## src/rtl/mcu_bus_pkg.sv

```systemverilog
// Shared types and constants for the CPU-side memory bus controller.
// Decodes the top address nibble into the peripheral or external memory region.
package mcu_bus_pkg;

  typedef enum logic [2:0] {
    IDLE,
    P_ACCESS,
    P_WAIT,
    M_ACCESS,
    DONE
  } bus_state_t;

  typedef enum logic {
    REGION_PERIPH,
    REGION_MEM
  } region_t;

  localparam logic [3:0] PERIPH_REGION    = 4'hF;
  localparam logic [7:0] ERR_DATA_DEFAULT = 8'hFF;

  typedef struct packed {
    logic [3:0] addr;
    logic [7:0] data;
    logic       write_en;
    logic       valid;
  } periph_port_t;

  typedef struct packed {
    logic [15:0] addr;
    logic [7:0]  data;
    logic        write_en;
    logic        req;
  } mem_port_t;

  function automatic region_t decode_region(input logic [15:0] addr);
    return (addr[15:12] == PERIPH_REGION) ? REGION_PERIPH : REGION_MEM;
  endfunction

endpackage

```

## src/rtl/bus_timeout_counter.sv

```systemverilog
// Saturating cycle counter that flags expiry after LIMIT enabled cycles.
// LIMIT of 0 disables expiry entirely.
module bus_timeout_counter #(
  parameter int WIDTH = 8,
  parameter int LIMIT = 255
) (
  input  logic clk_in,
  input  logic reset_in,
  input  logic clear,
  input  logic enable,
  output logic expired
);

  localparam int              LAST_INT = (LIMIT > 0) ? LIMIT - 1 : 0;
  localparam logic [WIDTH-1:0] LAST    = LAST_INT[WIDTH-1:0];
  localparam logic [WIDTH-1:0] SAT     = '1;

  logic [WIDTH-1:0] cnt_q, cnt_d;

  always_comb begin
    cnt_d = cnt_q;
    if (clear) begin
      cnt_d = '0;
    end else if (enable && (cnt_q != SAT)) begin
      cnt_d = cnt_q + 1'b1;
    end
  end

  // NOTE: state updates use non-blocking assignments so every flop samples pre-edge values.
  always_ff @(posedge clk_in) begin
    if (reset_in) begin
      cnt_q <= '0;
    end else begin
      cnt_q <= cnt_d;
    end
  end

  // The count reflects cycles already spent, so the LIMIT-th cycle sees LIMIT-1.
  assign expired = (LIMIT != 0) && enable && !clear && (cnt_q >= LAST);

endmodule

```

## src/rtl/mcu_bus_ctrl.sv

```systemverilog
// CPU load/store front end: routes 0xF000-0xFFFF to the 4-bit peripheral bus and
// everything else to a valid/ready memory port, with timeout completions on both.
module mcu_bus_ctrl
  import mcu_bus_pkg::*;
#(
  parameter int         PERIPH_TIMEOUT = 4,
  parameter int         MEM_TIMEOUT    = 255,
  parameter logic [7:0] ERR_DATA       = ERR_DATA_DEFAULT
) (
  input  logic        clk_in,
  input  logic        reset_in,
  input  logic [15:0] cpu_addr_in,
  input  logic [7:0]  cpu_data_in,
  input  logic        cpu_write_en_in,
  input  logic        cpu_req_in,
  output logic [7:0]  cpu_data_out,
  output logic        cpu_ack_out,
  output logic        cpu_err_out,
  output logic [3:0]  periph_addr_out,
  output logic        periph_addr_valid_out,
  output logic        periph_write_en_out,
  output logic [7:0]  periph_data_out,
  input  logic [7:0]  periph_data_in,
  input  logic        periph_data_valid_in,
  output logic [15:0] mem_addr_out,
  output logic [7:0]  mem_data_out,
  output logic        mem_write_en_out,
  output logic        mem_req_out,
  input  logic [7:0]  mem_data_in,
  input  logic        mem_ready_in
);

  bus_state_t   state_q, state_d;
  periph_port_t periph_q, periph_d;
  mem_port_t    mem_q, mem_d;
  logic [7:0]   cpu_data_q, cpu_data_d;
  logic         ack_q, ack_d;
  logic         err_q, err_d;

  logic periph_expired;
  logic mem_expired;

  bus_timeout_counter #(
    .WIDTH (4),
    .LIMIT (PERIPH_TIMEOUT)
  ) u_periph_timer (
    .clk_in   (clk_in),
    .reset_in (reset_in),
    .clear    (state_q != P_WAIT),
    .enable   (state_q == P_WAIT),
    .expired  (periph_expired)
  );

  bus_timeout_counter #(
    .WIDTH (8),
    .LIMIT (MEM_TIMEOUT)
  ) u_mem_timer (
    .clk_in   (clk_in),
    .reset_in (reset_in),
    .clear    (state_q != M_ACCESS),
    .enable   ((state_q == M_ACCESS) && !mem_ready_in),
    .expired  (mem_expired)
  );

  // NOTE: every always_comb output gets a default first, so no path can infer a latch.
  always_comb begin
    state_d        = state_q;
    periph_d       = periph_q;
    periph_d.valid = 1'b0;
    mem_d          = mem_q;
    cpu_data_d     = cpu_data_q;
    ack_d          = 1'b0;
    err_d          = 1'b0;

    unique case (state_q)
      IDLE: begin
        if (cpu_req_in) begin
          if (decode_region(cpu_addr_in) == REGION_PERIPH) begin
            periph_d.addr     = cpu_addr_in[3:0];
            periph_d.data     = cpu_data_in;
            periph_d.write_en = cpu_write_en_in;
            periph_d.valid    = 1'b1;
            state_d           = P_ACCESS;
          end else begin
            mem_d.addr     = cpu_addr_in;
            mem_d.data     = cpu_data_in;
            mem_d.write_en = cpu_write_en_in;
            mem_d.req      = 1'b1;
            state_d        = M_ACCESS;
          end
        end
      end

      P_ACCESS: begin
        if (periph_q.write_en) begin
          ack_d   = 1'b1;
          state_d = DONE;
        end else begin
          state_d = P_WAIT;
        end
      end

      P_WAIT: begin
        if (periph_data_valid_in) begin
          cpu_data_d = periph_data_in;
          ack_d      = 1'b1;
          state_d    = DONE;
        end else if (periph_expired) begin
          cpu_data_d = ERR_DATA;
          ack_d      = 1'b1;
          err_d      = 1'b1;
          state_d    = DONE;
        end
      end

      M_ACCESS: begin
        if (mem_ready_in) begin
          if (!mem_q.write_en) begin
            cpu_data_d = mem_data_in;
          end
          mem_d.req = 1'b0;
          ack_d     = 1'b1;
          state_d   = DONE;
        end else if (mem_expired) begin
          if (!mem_q.write_en) begin
            cpu_data_d = ERR_DATA;
          end
          mem_d.req = 1'b0;
          ack_d     = 1'b1;
          err_d     = 1'b1;
          state_d   = DONE;
        end
      end

      // Ack is already on the outputs here; any pending request waits for IDLE.
      DONE: begin
        state_d = IDLE;
      end

      default: begin
        state_d = IDLE;
      end
    endcase
  end

  always_ff @(posedge clk_in) begin
    if (reset_in) begin
      state_q    <= IDLE;
      periph_q   <= '0;
      mem_q      <= '0;
      cpu_data_q <= 8'h00;
      ack_q      <= 1'b0;
      err_q      <= 1'b0;
    end else begin
      state_q    <= state_d;
      periph_q   <= periph_d;
      mem_q      <= mem_d;
      cpu_data_q <= cpu_data_d;
      ack_q      <= ack_d;
      err_q      <= err_d;
    end
  end

  assign cpu_data_out          = cpu_data_q;
  assign cpu_ack_out           = ack_q;
  assign cpu_err_out           = err_q;
  assign periph_addr_out       = periph_q.addr;
  assign periph_addr_valid_out = periph_q.valid;
  assign periph_write_en_out   = periph_q.write_en;
  assign periph_data_out       = periph_q.data;
  assign mem_addr_out          = mem_q.addr;
  assign mem_data_out          = mem_q.data;
  assign mem_write_en_out      = mem_q.write_en;
  assign mem_req_out           = mem_q.req;

endmodule

```

## config.mk

```make
export PLATFORM = sky130hd
export DESIGN_NAME = mcu_bus_ctrl
export DESIGN_NICKNAME = d
export VERILOG_FILES = /design/src/rtl/mcu_bus_pkg.sv /design/src/rtl/bus_timeout_counter.sv /design/src/rtl/mcu_bus_ctrl.sv
export SDC_FILE = /design/constraint.sdc
export NUM_CORES = 1
export LEC_CHECK = 0
export BUFFER_PORTS_ARGS = -buffer_cell sky130_fd_sc_hd__buf_2
export CAP_MARGIN = 20
export CELL_PAD_IN_SITES_DETAIL_PLACEMENT = 0
export CELL_PAD_IN_SITES_GLOBAL_PLACEMENT = 1
export CORE_UTILIZATION = 35
export CTS_CLUSTER_DIAMETER = 40
export DETAILED_ROUTE_END_ITERATION = 6
export GPL_ROUTABILITY_DRIVEN = 1
export PLACE_DENSITY_LB_ADDON = 0.1
export SLEW_MARGIN = 5
export SYNTH_ARGS = -nofsm -noshare
export SYNTH_HDL_FRONTEND = slang
export SYNTH_SLANG_ARGS = --single-unit
```

## constraint.sdc

```tcl
create_clock -name clk_in -period 2 [get_ports clk_in]
set_input_delay 0.1 -clock clk_in [delete_from_list [all_inputs] [get_ports clk_in]]
set_output_delay 0.1 -clock clk_in [all_outputs]
set_load 0.02 [all_outputs]
```

==> reports/results.tsv, run 1 <==
metric	value	unit
setup bufs post-CTS	0	
GPL Wtd Cong	0.761	
post-synthesis sequential area ratio	48.8	%
Most Crowded Layer GR	met2	
Mapped Area	0.00267	mm^2
Num CTS Buffers	9	
Fin Clk Skew	0.0104	ns
minimum clock period	1.90	ns
initial antenna violation count	0	
CTS clk-pin slew, worst paths	0.07	ns
DR iter-0 viols	105	
initial core utilization	36.4	%
multi-input logic area	0.00127	mm^2
Worst VDD drop	362	uV
final slew viol count	0	
# fillers	724	
CP Class	flop to flop	
first-pass GRT wire length	10600	um
via density per instance	4.73	
NetSw	1.10	mW
IO Count	96	
largest cells by area after synthesis	dfxtp_1, nand2_1, a21oi_1	
required time worst endpoint	2.21	ns
Power Density	970	mW/mm^2
largest area contributor in the netlist	dfxtp_1	
final hold viol count	0	
Post-Synthesis Cells	313	
post-route cell area	0.00365	mm^2
CP max stage cell	or3_4	
post-synth net total	362	
Final Cycle Share	95.2	%
Avg WL per Cell	12.4	um
die area	0.00798	mm^2
GR Util met3	6.00	%
Clock Sinks	65	
synthesized flop and latch total	65	
DRT antenna net count	0	
Post-Layout Cell Count	536	
CTS tree	yes	
Worst Path Max Fanout	8	
die height	89.3	um
Max Root-Sink Buffers	2	
total placed cells including tap cells	504	
Post-Route WL	6650	um
Slew HR	40.2	%
Port Buffer Count	95	
core box area	0.00733	mm^2
maxcap violations	0	
worst-skew pair later-pin latency	0.33	ns
largest net degree at the start of global routing	49	
fraction of power spent switching nets	31.0	%
Gate power share	26.5	%
Post-synth EDFFs	0	
Post-layout nets	481	
Vias	2533	
FP Rows	31	
H-tree depth	3	
r2r setup slk	0.1	ns
final setup fails	0	
clock share of power	30.3	%
HPWL after DPL	4580	um
Internal	2.44	mW
area share of the largest cell type after synthesis	48.8	%
RSZ-0062 raised after global routing	false	
vias in the first global route	2363	
chip width	89.3	um
Crit path arrival time	2.12	ns
Area after DPL	0.00330	mm^2
Layout area overhead	36.7	%
element type at the critical path start	flop	
Pleak	1.59	nW
GR Util met2	29.5	%
CP endpoint kind	flop	
CP max stage delay	0.35	ns
GR Util met1	21.0	%
Unique masters post-synth	44	
Max Clock Freq	525	MHz
outcome	finished, final reports clean	
Min-Delay Path Class	input pin to flop	
register area	0.00130	mm^2
YS warnings	0	
share of cells above drive strength 1	31.8	%
sequential share of power	43.2	%
TritonRoute pass-1 iters	4	
GRT overflow	0	
GRT Resource Usage Total	17.6	%
Syn Area/Cell	8.53	um^2
fraction of registers with async set/reset	0	%
Ant. Diodes	0	
DRC Markers	0	
clock root cell	clkbuf_8	
Worst-Margin Slew	0.898	ns
Post-synth top flop	dfxtp_1	
CP Cell Sequence	ha_1, or3_4, nor4_4, a21oi_1, and3b_2, mux2_4	
-- cells by family (layout without fill, tap and decap cells) --
group	Yosys count	count (layout)	share of synthesized area [%]
AOI/OAI and AO/OA	59	59	12.9
xor gates and xnor gates	8	8	2.63
adders and majority gates	3	3	1.41
buffers and inverters	20	144	3.56
DFF	65	65	48.8
muxes	9	9	4.88
and+or+nand+nor	149	149	25.8
-- power by group through the flow --
stage                     registers [mW]  clock network, mW  logic (mW)
final                               1.53               1.07       0.939
after floorplan                     1.69                  0       0.493
after CTS                           1.53               1.12       0.956
after global placement              1.55                  0       0.924
after detailed placement            1.56                  0       0.930
after global routing                1.55               1.17        1.05
-- path summary, 6_finish.rpt --
path / startpoint / to / cells after the start
setup / recovery: u_periph_timer.cnt_q[0] / cpu_data_out[5] / 6
hold / removal: cpu_addr_in[11] / mem_addr_out[11] / 3
setup reg to reg: u_periph_timer.cnt_q[0] / cpu_data_out[5] / 6
hold reg to reg: mem_addr_out[5] / mem_addr_out[5] / 2
-- sequential cells by signal (all words and copies together) (netlist names) --
register and flops:
mem_addr_out 16, cpu_data_out 8, mem_data_out 8, periph_data_out 8
u_mem_timer.cnt_q 8, periph_addr_out 4, u_periph_timer.cnt_q 4, state_q 3
cpu_ack_out 1, cpu_err_out 1, mem_req_out 1, mem_write_en_out 1
periph_addr_valid_out 1, periph_write_en_out 1
-- routing by layer --
metal  part of all wire (%)  wire [um]
met1                     47       3100
met2                     46       3090
met3                    6.2        411
met4                   0.68         45
met5                      0          0
-- synth_stat cells (2+ instances only) --
master / count
nand3b_1: 2
xor2_1: 5
mux2_4: 8
or2_2: 2
nor2_1: 33
nor2b_1: 8
nand3_1: 5
o22ai_1: 9
clkbuf_1: 11
buf_2: 4
xnor2_1: 3
ha_1: 3
nor4_1: 4
buf_4: 2
a21oi_1: 36
nand2_1: 74
nor3_1: 7
or3_1: 2
o21ai_0: 2
nand4_1: 2
a211oi_1: 4
dfxtp_1: 65
-- critical path, delay by kind of cell, from the launching register on --
family                   cells  cell delay (ns)
multiplexers                 1             0.32
AO/OA/AOI/OAI                1             0.09
flip-flops                   1             0.34
adder cells (fa/ha/maj)      1             0.22
AND/OR/NAND/NOR              3             0.82
-- layout make-up --
cell class                 count  area share, %
tap                           99           3.40
sequential                    65           35.7
timing repair buffer         127           20.7
clock buffer                  13           4.08
inverter                       1          0.103
clock inverter                 3           1.10
multi-input combinational    228           34.9
-- cells in the final DEF, fill, tap and decap left out, types with 3 or more instances in the layout --
cell type	instances
o22ai_1	9
buf_2	95
xor2_1	5
a211oi_1	4
nor2b_1	8
nor2_1	33
clkbuf_1	3
xnor2_1	3
ha_1	3
nor3_1	7
clkbuf_8	10
dfxtp_1	65
nand3_1	5
dlygate4sd3_1	16
buf_4	16
mux2_4	8
nand2_1	74
a21oi_1	36
nor4_1	4
-- through the flow --
| step | hold WS [ns] | TNS [ns] | setup slack, ns | power [mW] | utilization (%) |
|---|---|---|---|---|---|
| after global placement | 0.340 | 0 | 0.0674 | 2.48 | 45.0 |
| after CTS | 0.000310 | 0 | 0.0985 | 3.61 | 49.8 |
| after detailed placement | 0.347 | -0.0143 | -0.00410 | 2.49 | 45.0 |
| after floorplan | 0.236 | 0 | 0.137 | 2.18 | - |
| after global routing | 0.00671 | 0 | 0.0234 | 3.77 | 49.8 |
| final | 0.0171 | 0 | 0.0954 | 3.54 | 49.8 |
-- timing repair --
item | CTS | global route
resized for setup | 1 | 0
endpoints found under the setup margin | 6 | 0
hold buffers | 16 | 0
hold endpoints to repair | 21 | 0
No activity file was read; power rests on OpenSTA's default activity.
==> run 2: changes to the inputs <==
--- a/config.mk
+++ b/config.mk
@@ -5,6 +5,7 @@
 export SDC_FILE = /design/constraint.sdc
 export NUM_CORES = 1
 export LEC_CHECK = 0
+export ABC_CLOCK_PERIOD_IN_PS = 2000
 export BUFFER_PORTS_ARGS = -buffer_cell sky130_fd_sc_hd__buf_2
 export CAP_MARGIN = 20
 export CELL_PAD_IN_SITES_DETAIL_PLACEMENT = 0
@@ -14,6 +15,7 @@
 export DETAILED_ROUTE_END_ITERATION = 6
 export GPL_ROUTABILITY_DRIVEN = 1
 export PLACE_DENSITY_LB_ADDON = 0.1
+export RECOVER_POWER = 50
 export SLEW_MARGIN = 5
 export SYNTH_ARGS = -nofsm -noshare
 export SYNTH_HDL_FRONTEND = slang
==> run 2 against run 1 <==
Against the previous run:
- sequential share of layout area up 0.65 points
- utilization down 0.89 points
- critical path depth unchanged
- clock skew about the same
- highest routed layer unchanged
- die area unchanged
- global-route usage unchanged
- flip-flop and latch count unchanged
- maximum frequency down 0.16%
- worst setup slack worse by 0.0031 ns
==> reports/results.tsv, run 2 (synthesis results as in run 1) <==
metric	value	unit
largest net degree at the start of global routing	49	
initial antenna violation count	0	
chip width	89.3	um
die area	0.00798	mm^2
Num CTS Buffers	9	
CTS clk-pin slew, worst paths	0.07	ns
worst flop-to-flop path startpoint	u_periph_timer.cnt_q[0]	
GRT overflow	0	
vias in the first global route	2363	
Fin Clk Skew	0.0104	ns
Worst VDD drop	360	uV
outcome	finished, final reports clean	
CP endpoint kind	flop	
HPWL after DPL	4580	um
Area after DPL	0.00330	mm^2
post-route cell area	0.00358	mm^2
final slew viol count	0	
worst-skew pair later-pin latency	0.33	ns
Pleak	1.38	nW
most frequent cells in the layout	nand2_1, dfxtp_1, clkbuf_1	
r2r setup slk	0.09	ns
CTS tree	yes	
Avg WL per Cell	12.4	um
worst reg2reg path endpoint	cpu_data_out[5]	
Max Root-Sink Buffers	2	
worst-case reg-to-reg path depth	6	
CP Cell Sequence	ha_1, or3_4, nor4_4, a21oi_1, and3b_2, mux2_4	
Vias	2520	
H-tree depth	3	
clock root cell	clkbuf_8	
CP Launch Point	u_periph_timer.cnt_q[0]	
GPL Wtd Cong	0.761	
final hold viol count	0	
Ant. Diodes	0	
minimum clock period	1.91	ns
Min-Delay Path Class	input pin to flop	
via density per instance	4.70	
Final Cycle Share	95.4	%
WHS Endpoint	mem_addr_out[11]	
Power Density	978	mW/mm^2
share of cells above drive strength 1	20.4	%
Setup Total Neg Slack	0	ns
die height	89.3	um
final setup fails	0	
element type at the critical path start	flop	
maxcap violations	0	
TritonRoute pass-1 iters	4	
post-layout power	3.50	mW
Clock Sinks	65	
initial core utilization	36.4	%
Post-layout nets	481	
Port Buffer Count	95	
Worst Path Max Fanout	8	
CP max stage cell	or3_4	
GRT Resource Usage Total	17.6	%
DR iter-0 viols	96	
hold_sp	cpu_addr_in[11]	
CP Class	flop to flop	
max FFs per register	16	
IO Count	96	
RSZ-0062 raised after global routing	false	
Post-Route WL	6630	um
DRT antenna net count	0	
Slew HR	40.1	%
Max Clock Freq	524	MHz
most common cell after layout, fill and taps aside	nand2_1	
FP Rows	31	
total placed cells including tap cells	504	
post-layout util	48.9	%
Layout area overhead	34.2	%
hold path cells	3	
Worst-Margin Slew	0.899	ns
Crit path arrival time	2.12	ns
CP max stage delay	0.35	ns
CP top delay family	simple AND/OR/NAND/NOR gates	
Post-Layout Cell Count	536	
core box area	0.00733	mm^2
first-pass GRT wire length	10600	um
DRC Markers	0	
CP bufs+invs	0	
required time worst endpoint	2.21	ns
==> run 2: area by class of cell <==
class | count | area (um^2)
fill | 750 | 3750
sequential | 65 | 1300
multi-input combinational | 228 | 1270
timing repair buffer | 127 | 691
clock buffer | 13 | 149
tap | 99 | 124
clock inverter | 3 | 40.0
inverter | 1 | 3.75
==> run 2: routing by layer <==
metal  vias up  wire length [um]  track usage (%)
li1       1303                 -                -
met1      1148              3090             21.0
met2        64              3100             29.5
met3         5               394             6.00
met4         0                45             6.06
met5         -                 0                0
==> run 2: stage by stage <==
stage | hold WS (ns) | setup slack (ns)
6_report | 0.0168 | 0.0924
5_1_grt | 0.00671 | 0.0234
4_1_cts | 0.000310 | 0.0985
3_5_place_dp | 0.347 | -0.00410
3_3_place_gp | 0.340 | 0.0674
2_1_floorplan | 0.236 | 0.137
==> run 2: repair_timing <==
item | 4_1_cts | 5_1_grt
gates resized for setup | 1 | 0
buffers inserted | 0 | 0
setup endpoints to repair | 6 | 0
endpoints found under the hold margin | 21 | 0
hold buffers | 16 | 0
==> run 2: worst max path at each step <==
stage,endpoint,slack [ns],cells after the start
finish,cpu_data_out[5],0.09,6
global route,cpu_data_out[3],0.02,6
CTS,cpu_data_out[6],0.1,6
detailed placement,cpu_data_out[6],-0.004,5
global placement,cpu_data_out[4],0.07,6
floorplan,cpu_data_out[0],0.14,7
==> run 2: power breakdown <==
| part | internal, mW | total [mW] | switching (mW) |
|---|---|---|---|
| clock | 0.608 | 1.07 | 0.462 |
| combinational | 0.356 | 0.903 | 0.547 |
| sequential | 1.44 | 1.53 | 0.0915 |
| total | 2.40 | 3.50 | 1.10 |
==> run 2: worst reg2reg max path, delay by kind of cell (launching register included) <==
family	cells	cell delay, ns
AOI/OAI and AO/OA	1	0.09
adders and majority gates	1	0.22
DFF	1	0.34
muxes	1	0.33
and+or+nand+nor	3	0.82
